===== config.mk =====
export PLATFORM = sky130hd
export DESIGN_NAME = axi_mst128
export DESIGN_NICKNAME = d
export VERILOG_FILES = /design/src/rtl/axi_mst128_pkg.sv /design/src/rtl/axi_mst128.sv
export SDC_FILE = /design/constraint.sdc
export NUM_CORES = 1
export LEC_CHECK = 0
export ABC_AREA = 1
export ABC_CLOCK_PERIOD_IN_PS = 1540
export CELL_PAD_IN_SITES_DETAIL_PLACEMENT = 1
export CELL_PAD_IN_SITES_GLOBAL_PLACEMENT = 1
export CORE_AREA = 5 5 308 310
export CTS_CLUSTER_SIZE = 16
export DETAILED_ROUTE_END_ITERATION = 7
export DIE_AREA = 0 0 313 315
export DONT_BUFFER_PORTS = 1
export PLACE_DENSITY = 0.32
export SLEW_MARGIN = 15
export SYNTH_ARGS = -nofsm -noshare
export SYNTH_HDL_FRONTEND = slang
export SYNTH_SLANG_ARGS = --single-unit

===== constraint.sdc =====
create_clock -name pll_core_cpuclk -period 1.54 [get_ports pll_core_cpuclk]
set_input_delay 0.077 -clock pll_core_cpuclk [delete_from_list [all_inputs] [get_ports pll_core_cpuclk]]
set_output_delay 0.077 -clock pll_core_cpuclk [all_outputs]
set_load 0.01 [all_outputs]

===== src/rtl/axi_mst128_pkg.sv =====
// Shared types and constants for the 128-bit single-outstanding AXI initiator.
// Latency: n/a (types, constants and a pure helper function only).
// Backpressure: n/a.
package axi_mst128_pkg;

  typedef enum logic [2:0] {
    ST_IDLE  = 3'd0,
    ST_RADDR = 3'd1,
    ST_RDATA = 3'd2,
    ST_WADDR = 3'd3,
    ST_WDATA = 3'd4,
    ST_BRESP = 3'd5
  } state_t;

  localparam logic [1:0] BURST_INCR = 2'b01;
  localparam logic [2:0] SIZE_16B   = 3'b100;

  // Encodings are numerically ordered by severity, so "worst" is a plain max.
  localparam logic [1:0] RESP_OKAY   = 2'b00;
  localparam logic [1:0] RESP_EXOKAY = 2'b01;
  localparam logic [1:0] RESP_SLVERR = 2'b10;
  localparam logic [1:0] RESP_DECERR = 2'b11;

  function automatic logic [1:0] resp_max(input logic [1:0] a, input logic [1:0] b);
    return (a > b) ? a : b;
  endfunction

endpackage


===== src/rtl/axi_mst128.sv =====
// Command/data stream to single-outstanding AXI INCR bursts of 16-byte beats.
// Latency: address valid 1 cycle after cmd accept; done pulse 1 cycle after final R/B handshake.
// Backpressure: W/R data pass straight through (wr_ready=wready_m1, rready_m1=rd_ready); cmd_ready only in IDLE.
module axi_mst128
  import axi_mst128_pkg::*;
#(
  parameter logic [3:0] AXI_CACHE = 4'b0000,
  parameter logic [2:0] AXI_PROT  = 3'b000
) (
  input  logic          pll_core_cpuclk,
  input  logic          pad_cpu_rst_b,
  // command stream
  input  logic          cmd_valid,
  output logic          cmd_ready,
  input  logic          cmd_write,
  input  logic [39:0]   cmd_addr,
  input  logic [7:0]    cmd_len,
  input  logic [7:0]    cmd_id,
  // write-data stream
  input  logic          wr_valid,
  output logic          wr_ready,
  input  logic [127:0]  wr_data,
  input  logic [15:0]   wr_strb,
  // read-data stream
  output logic          rd_valid,
  input  logic          rd_ready,
  output logic [127:0]  rd_data,
  output logic          rd_last,
  // completion
  output logic          done_valid,
  output logic [1:0]    done_resp,
  output logic          done_err,
  // AR channel
  output logic [39:0]   araddr_m1,
  output logic [7:0]    arid_m1,
  output logic [7:0]    arlen_m1,
  output logic [2:0]    arsize_m1,
  output logic [1:0]    arburst_m1,
  output logic [3:0]    arcache_m1,
  output logic [2:0]    arprot_m1,
  output logic          arvalid_m1,
  input  logic          arready_m1,
  // AW channel
  output logic [39:0]   awaddr_m1,
  output logic [7:0]    awid_m1,
  output logic [7:0]    awlen_m1,
  output logic [2:0]    awsize_m1,
  output logic [1:0]    awburst_m1,
  output logic [3:0]    awcache_m1,
  output logic [2:0]    awprot_m1,
  output logic          awvalid_m1,
  input  logic          awready_m1,
  // W channel
  output logic [127:0]  wdata_m1,
  output logic [15:0]   wstrb_m1,
  output logic [7:0]    wid_m1,
  output logic          wlast_m1,
  output logic          wvalid_m1,
  input  logic          wready_m1,
  // R channel
  input  logic [127:0]  rdata_m1,
  input  logic [7:0]    rid_m1,
  input  logic [1:0]    rresp_m1,
  input  logic          rlast_m1,
  input  logic          rvalid_m1,
  output logic          rready_m1,
  // B channel
  input  logic [7:0]    bid_m1,
  input  logic [1:0]    bresp_m1,
  input  logic          bvalid_m1,
  output logic          bready_m1
);

  state_t       r_state;
  state_t       w_next;
  logic [39:0]  r_addr;
  logic [7:0]   r_len;
  logic [7:0]   r_id;
  logic [7:0]   r_beat;
  logic [1:0]   r_resp;
  logic         r_err;
  logic         r_done;

  logic         w_last_beat;
  logic         w_cmd_hs;
  logic         w_r_hs;
  logic         w_w_hs;
  logic         w_b_hs;

  assign w_last_beat = (r_beat == r_len);
  assign w_cmd_hs    = (r_state == ST_IDLE)  && cmd_valid;
  assign w_r_hs      = (r_state == ST_RDATA) && rvalid_m1 && rd_ready;
  assign w_w_hs      = (r_state == ST_WDATA) && wr_valid && wready_m1;
  assign w_b_hs      = (r_state == ST_BRESP) && bvalid_m1;

  // Address channels come from captured registers, so they stay stable while valid is high.
  assign araddr_m1  = r_addr;
  assign arid_m1    = r_id;
  assign arlen_m1   = r_len;
  assign arsize_m1  = SIZE_16B;
  assign arburst_m1 = BURST_INCR;
  assign arcache_m1 = AXI_CACHE;
  assign arprot_m1  = AXI_PROT;
  assign awaddr_m1  = r_addr;
  assign awid_m1    = r_id;
  assign awlen_m1   = r_len;
  assign awsize_m1  = SIZE_16B;
  assign awburst_m1 = BURST_INCR;
  assign awcache_m1 = AXI_CACHE;
  assign awprot_m1  = AXI_PROT;

  // Payloads pass through unconditionally; the valids below decide when they mean anything.
  assign wdata_m1   = wr_data;
  assign wstrb_m1   = wr_strb;
  assign wid_m1     = r_id;
  assign rd_data    = rdata_m1;

  assign done_valid = r_done;
  assign done_resp  = r_resp;
  assign done_err   = r_err;

  // State register; async reset drops every valid/ready immediately via ST_IDLE.
  always_ff @(posedge pll_core_cpuclk or negedge pad_cpu_rst_b) begin
    if (!pad_cpu_rst_b) r_state <= ST_IDLE;
    else                r_state <= w_next;
  end

  // Next state and per-state handshake gating; everything is closed outside its own state.
  always_comb begin
    w_next     = r_state;
    cmd_ready  = 1'b0;
    arvalid_m1 = 1'b0;
    awvalid_m1 = 1'b0;
    wvalid_m1  = 1'b0;
    wr_ready   = 1'b0;
    wlast_m1   = 1'b0;
    rready_m1  = 1'b0;
    rd_valid   = 1'b0;
    rd_last    = 1'b0;
    bready_m1  = 1'b0;
    case (r_state)
      ST_IDLE: begin
        cmd_ready = 1'b1;
        if (cmd_valid) w_next = cmd_write ? ST_WADDR : ST_RADDR;
      end
      ST_RADDR: begin
        arvalid_m1 = 1'b1;
        if (arready_m1) w_next = ST_RDATA;
      end
      ST_RDATA: begin
        rd_valid  = rvalid_m1;
        rready_m1 = rd_ready;
        rd_last   = w_last_beat;
        if (w_r_hs && w_last_beat) w_next = ST_IDLE;
      end
      ST_WADDR: begin
        awvalid_m1 = 1'b1;
        if (awready_m1) w_next = ST_WDATA;
      end
      ST_WDATA: begin
        wvalid_m1 = wr_valid;
        wr_ready  = wready_m1;
        wlast_m1  = w_last_beat;
        if (w_w_hs && w_last_beat) w_next = ST_BRESP;
      end
      ST_BRESP: begin
        bready_m1 = 1'b1;
        if (bvalid_m1) w_next = ST_IDLE;
      end
      default: w_next = ST_IDLE;
    endcase
  end

  // Command capture, beat counting and response/error accumulation for the done report.
  always_ff @(posedge pll_core_cpuclk or negedge pad_cpu_rst_b) begin
    if (!pad_cpu_rst_b) begin
      r_addr <= '0;
      r_len  <= '0;
      r_id   <= '0;
      r_beat <= '0;
      r_resp <= RESP_OKAY;
      r_err  <= 1'b0;
      r_done <= 1'b0;
    end else begin
      r_done <= (w_r_hs && w_last_beat) || w_b_hs;
      if (w_cmd_hs) begin
        r_addr <= cmd_addr;
        r_len  <= cmd_len;
        r_id   <= cmd_id;
        r_beat <= '0;
        r_resp <= RESP_OKAY;
        r_err  <= 1'b0;
      end
      if (w_r_hs) begin
        r_resp <= resp_max(r_resp, rresp_m1);
        r_err  <= r_err | (rid_m1 != r_id) | (rlast_m1 != w_last_beat);
      end
      if (w_b_hs) begin
        r_resp <= resp_max(r_resp, bresp_m1);
        r_err  <= r_err | (bid_m1 != r_id);
      end
      // Holding at len keeps len=255 from wrapping to 0 on the final beat.
      if ((w_r_hs || w_w_hs) && !w_last_beat) r_beat <= r_beat + 8'd1;
    end
  end

endmodule


Word level (Yosys, flattened, before mapping). Cells that the tools add are included.

Word-level logic and storage cells: 76. Output and inout bits: 430. Input port bits: 360. Flip-flop bits (word level): 71.

Order comparisons: 2. Equality and inequality tests: 17. Reduce and logical (&&, ||, !) cells: 17. Add/subtract/negate cells: 1. Muxes and demuxes: 28. Bitwise operators: 3.

Operators with widths (count): 3-bit two-way mux (6); 3-bit one-hot mux with 6 select lines (1); 8-bit two-way mux (2); 8-bit inequality test (2); 1-bit two-way mux (13); 2-bit two-way mux (6); 2-bit inequality test, second input constant (5); 1-bit logical AND (9); 8-bit by 1-bit adder with 8-bit output, second input constant (1); 8-bit equality test (1); 3-bit by 2-bit equality test with 1-bit output, second input constant (2); 3-bit equality test, second input constant (2); 6-bit AND reduction (1); 2-bit > comparator (2); 2-bit by 1-bit inequality test with 1-bit output, second input constant (2); 3-bit by 1-bit equality test with 1-bit output, second input constant (1); 3-bit zero test (1); 3-bit inequality test, second input constant (1); 1-bit bitwise OR (3); 3-bit AND reduction (1); 3-bit nonzero test (1); 1-bit logical OR (2); 2-bit nonzero test (1); 1-bit zero test (1); 1-bit inequality test (1).

Logic depth before layout (Yosys ltp).
Depth after elaboration: 6. Mapped depth: 11. Depth with buffers taken out: 10.

Worst setup path after synthesis. OpenSTA, ideal clock, no wires.

Path kind: register to register. From: register r_state[0]. To: register r_state[2]. Buffers on the path: 0. Data required time: 1.423 ns. Path slack: 0.123 ns. Stages on the path, launching flop included: 11. Arrival time: 1.300 ns. Period minus slack after synthesis: 1.417 ns. Setup time: 0.117 ns. Cells stage by stage: dfrtp_1 inv_1 nand3_2 nor2_2 nand2_2 inv_2 nand3_2 nand2_2 nand3_2 nand2_1 nand2_1.

Cells in the longest elaborated chain, start to end: 6. Elaborated cells between the ends (all ways): 20. Those cells by class: 11 x eq/ne; 1 x mux; 8 x reduce/logical.

Ends and longest elaborated chain: start, declared (line axi_mst128.sv:74) `state_t r_state;`; start signal, assigned (line axi_mst128.sv:125) `else r_state <= w_next;`; 3-bit equality test or 3-bit by 2-bit equality test with 1-bit output (tied branches) (line axi_mst128.sv:93, axi_mst128.sv:141, axi_mst128.sv:92); 1-bit logical AND, on equally long branches (2 in a row) (line axi_mst128.sv:93, axi_mst128.sv:92); 1-bit logical AND, on equally long branches (line axi_mst128.sv:164, axi_mst128.sv:154); 2-bit by 1-bit inequality test with 1-bit output (no line); 6-bit AND reduction (no line).

Several ways; a longest one is shown, not always the timed one. A chain may end at the register's enable or synchronous reset.

Final worst setup path.
From: register r_beat[3]. To: register r_beat[5].

Cells in the longest elaborated chain, start to end: 4. Elaborated cells between the ends (all ways): 6. Those cells by class: 1 x add/sub; 1 x eq/ne; 1 x mux; 3 x reduce/logical.

Ends and longest elaborated chain: start, declared (line axi_mst128.sv:79) `logic [7:0] r_beat;`; start signal, assigned (line axi_mst128.sv:203) `if ((w_r_hs || w_w_hs) && !w_last_beat) r_beat <= r_beat + 8'd1;`; branches (longest 4 deep; another with 8-bit by 1-bit adder with 8-bit output).

Parallel ways; which one is timed is not known.

==> impl_metrics.yaml <==
run_status:
  outcome: "complete, but fails checks"
  violated_checks: "negative hold slack, negative setup slack"
sta:
  minimum_setup_slack_in_the_final_design_ps: -139
  fmax_mhz: 595
  grt_setup_unrepaired: "yes"
  final.min_clock_period_ps: 1680
  finalHoldWorstSlack_ps: -616
  finalHoldViolCount: 71
  report.final.setup_viol: 67
  clock_skew_ps: 13.6
  post-route-period-util_pct: 109
  count_of_pins_over_their_slew_limit: 0
finish:
  seq_area_sq_mm: 0.00178
  drive_above_1_share_pct: 45.0
  area_used_by_multi_input_combinational_logic_sq_mm: 0.00203
  synth_to_layout_area_growth_pct: 17.9
  antennaDiodeCount: 0
  stdcell_count: 1735
  finish.instance_area_sq_mm: 0.00757
  number_of_filler_instances_in_the_final_layout: 10700
  finalNetCount: 909
clocking:
  cts_htree_levels: 3
  clk-insertion-delay-late_ps: 390
  clockBufferDepth: 2
  tritoncts: "built"
  cts-hold-fix-buffers: 63
  tritoncts.num_buffers: 9
  cts.sinks: 71
  clockRootBuffer: "sky130_fd_sc_hd__clkbuf_16"
  clk_pin_slew_ps: 80
worst_setup_path:
  worst_path_largest_cell_delay_ps: 420
  crit_chain: "xnor2_1 -> nand2_1 -> nor2_4 -> nand2_4 -> buf_4 -> nand2_8 -> bufbuf_16 -> o22ai_1"
  cp_data_arrival_time_ps: 1940
  critical_path_peak_fanout: 5
  worstPathRequired_ps: 1800
  path_class: "reg -> reg"
  critPathLaunchType: "register"
  timing.critical_path.to_type: "register"
  timing.reg2reg.worst_path_depth: 8
  timing.critical_path.slowest_stage_cell: "sky130_fd_sc_hd__dfrtp_1"
synthesis:
  synth_top_flop_cell: "sky130_fd_sc_hd__dfrtp_1"
  synth-simple-area-share_pct: 8.85
  number_of_enable_type_register_cells_in_the_synthesized_netlist: 0
  synth-compound-area-share_pct: 3.86
  postSynthAreaPerCell_sq_um: 9.19
  synth.mux.area_fraction_pct: 10.7
  sequential_cell_area_fraction_in_the_yosys_report_pct: 27.7
  adder_and_majority_gate_portion_of_the_synthesized_area_pct: 0.975
  yosys.area_share.xor_xnor_pct: 2.18
  ys_async_sr_fraction_pct: 100
  yosys.cell_types.count: 34
  synth_top_family_by_area: "buffers and inverters"
  ys_seq_elements: 71
  mappedNetlistArea_sq_mm: 0.00642
  yosys_warnings: 0
  syn-instance-count: 698
power:
  max_ir_drop_vdd_mv: 0.646
  power_density_mw_per_mm2: 1740
  totalPowerFinal_uw: 13200
  static-leakage-power_uw: 0.00307
die:
  core_region_area_sq_mm: 0.0914
  chipHeight_microns: 315
  initial_core_util_pct: 7.02
  fp.dieArea_sq_mm: 0.0986
  floorplan.rows: 111
  die_width_microns: 313
  pin_count: 790
min_path:
  hold_path.class: "in -> async"
grt:
  via_count_of_the_first_global_routing_pass: 4105
  grt_first_pass_wirelength_microns: 33200
  overflow: 0
  antenna_violations_before_repair: 2
  globalRouteTotalUtil_pct: 4.92
  grt_start_max_net_pins: 72
placed_design:
  dpl_cell_area_sq_mm: 0.00588
  globalplace.congestion: 0.670
  place.detailed.instances: 1624
  port_buffers: 0
  hpwl_microns: 18500
job:
  drv.max_cap_violation_count: 0
route:
  drt-wirelength-per-cell_microns: 14.5
  postRouteWirelength_microns: 25100
  ant_nets: 0
  remaining_drc_errors: 0
  initialDrtViolationCount: 67
  vias_per_cell: 2.12
  drt-pass1-iter-count: 4
  routed-via-count: 3670
layout make-up:
| class | count | area share, % |
|---|---|---|
| Clock buffer | 9 | 2.98 |
| Clock inverter | 7 | 1.12 |
| Tap cell | 1186 | 19.6 |
| Timing Repair Buffer | 180 | 24.0 |
| Multi-Input combinational cell | 245 | 26.9 |
| Inverter | 37 | 1.93 |
| Sequential cell | 71 | 23.5 |
synth_stat cells, drive strengths merged, types with 4 or more instances:
master  number  area share, %
inv         37            2.2
xor2         4           0.55
nand4        5           0.49
ha           5           0.97
nor2        36            2.6
a21oi       18            2.0
o22ai        4           0.39
buf        368             43
dfrtp       71             28
nand3       14            1.3
mux2        46             11
o21ai       10           0.78
nand2       52            3.5
xnor2       12            1.6
worst paths after layout:
check                         slack [ps]                   endpoint                  start
max                                 -140      r_beat[5]$_DFFE_PN0P_  r_beat[3]$_DFFE_PN0P_
min                                 -620  araddr_m1[35]$_DFFE_PN0P_          pad_cpu_rst_b
max reg2reg                         -140      r_beat[5]$_DFFE_PN0P_  r_beat[3]$_DFFE_PN0P_
min reg2reg                          580      r_beat[1]$_DFFE_PN0P_  r_beat[1]$_DFFE_PN0P_
max in group asynchronous           1990      r_beat[4]$_DFFE_PN0P_          pad_cpu_rst_b
min in group pll_core_cpuclk          50     arid_m1[4]$_DFFE_PN0P_              cmd_valid
cell usage in the layout, fill, tap and decap left out, types with 4 or more instances in the layout:
cell,n
sky130_fd_sc_hd__nand2_1,37
sky130_fd_sc_hd__nor2_4,14
sky130_fd_sc_hd__a21oi_1,6
sky130_fd_sc_hd__nand2_8,4
sky130_fd_sc_hd__dfrtp_1,71
sky130_fd_sc_hd__mux2_4,45
sky130_fd_sc_hd__nand2_2,8
sky130_fd_sc_hd__dlygate4sd3_1,63
sky130_fd_sc_hd__nand3_2,5
sky130_fd_sc_hd__xnor2_1,12
sky130_fd_sc_hd__inv_2,4
sky130_fd_sc_hd__o21ai_0,6
sky130_fd_sc_hd__buf_4,80
sky130_fd_sc_hd__buf_16,4
sky130_fd_sc_hd__clkbuf_16,9
sky130_fd_sc_hd__a21oi_2,12
sky130_fd_sc_hd__buf_12,8
sky130_fd_sc_hd__inv_1,30
sky130_fd_sc_hd__nand2_4,4
sky130_fd_sc_hd__conb_1,24
sky130_fd_sc_hd__nand4_1,5
sky130_fd_sc_hd__o22ai_1,4
sky130_fd_sc_hd__xor2_1,4
sky130_fd_sc_hd__ha_1,5
sky130_fd_sc_hd__buf_6,21
sky130_fd_sc_hd__nor2_1,16
sky130_fd_sc_hd__nor2_2,6
sky130_fd_sc_hd__nand3_1,7
through the flow:
stage	TNS, ps	util [%]	setup slack (ps)
6_report	-3590	8.28	-139
5_1_grt	-10430	8.28	-266
4_1_cts	-7680	8.10	-282
3_5_place_dp	-5510	6.44	-222
3_3_place_gp	-7500	6.44	-205
2_1_floorplan	0	-	123
state kept, by name (all words and copies together) (netlist names):
name / count
done_valid: 1
r_state: 3
arlen_m1: 8
done_err: 1
araddr_m1: 40
done_resp: 2
r_beat: 8
arid_m1: 8
power breakdown:
part | switching [uW] | total [uW] | internal (uW) | leakage [uW]
clock network | 1100 | 2390 | 1290 | 0.000146
logic | 3010 | 6570 | 3560 | 0.00207
registers | 1530 | 4230 | 2690 | 0.000851
total | 5640 | 13200 | 7550 | 0.00307
cell families after synthesis:
family,count (synthesis)
buffers and inverters,405
and+or+nand+nor,116
DFF,71
muxes,46
AOI/OAI and AO/OA,37
xor gates and xnor gates,16
adders and majority gates,5
other,2
what timing repair did:
item / 4_1_cts / 5_1_grt
gates resized for setup: 65 / 38
hold endpoints to repair: 131 / 71
endpoints found under the setup margin: 69 / 79
gates cloned: 7 / 0
pin swaps: 19 / 8
buffers inserted: 18 / 13
critical path: cells and delay by family, from the launching register on:
kind / cells / cell delay [ps]
and+or+nand+nor: 4 / 500
buffers and inverters: 2 / 430
DFF: 1 / 420
xor gates and xnor gates: 1 / 140
AOI/OAI and AO/OA: 1 / 70
metal layers:
metal,global-route usage (%),vias to the layer above,share of wire (%)
li1,-,1506,-
met1,4.75,1648,35
met2,7.95,370,47
met3,2.76,144,11
met4,3.52,2,7.1
met5,0,-,0.064
(Power assumes the default switching activity.)
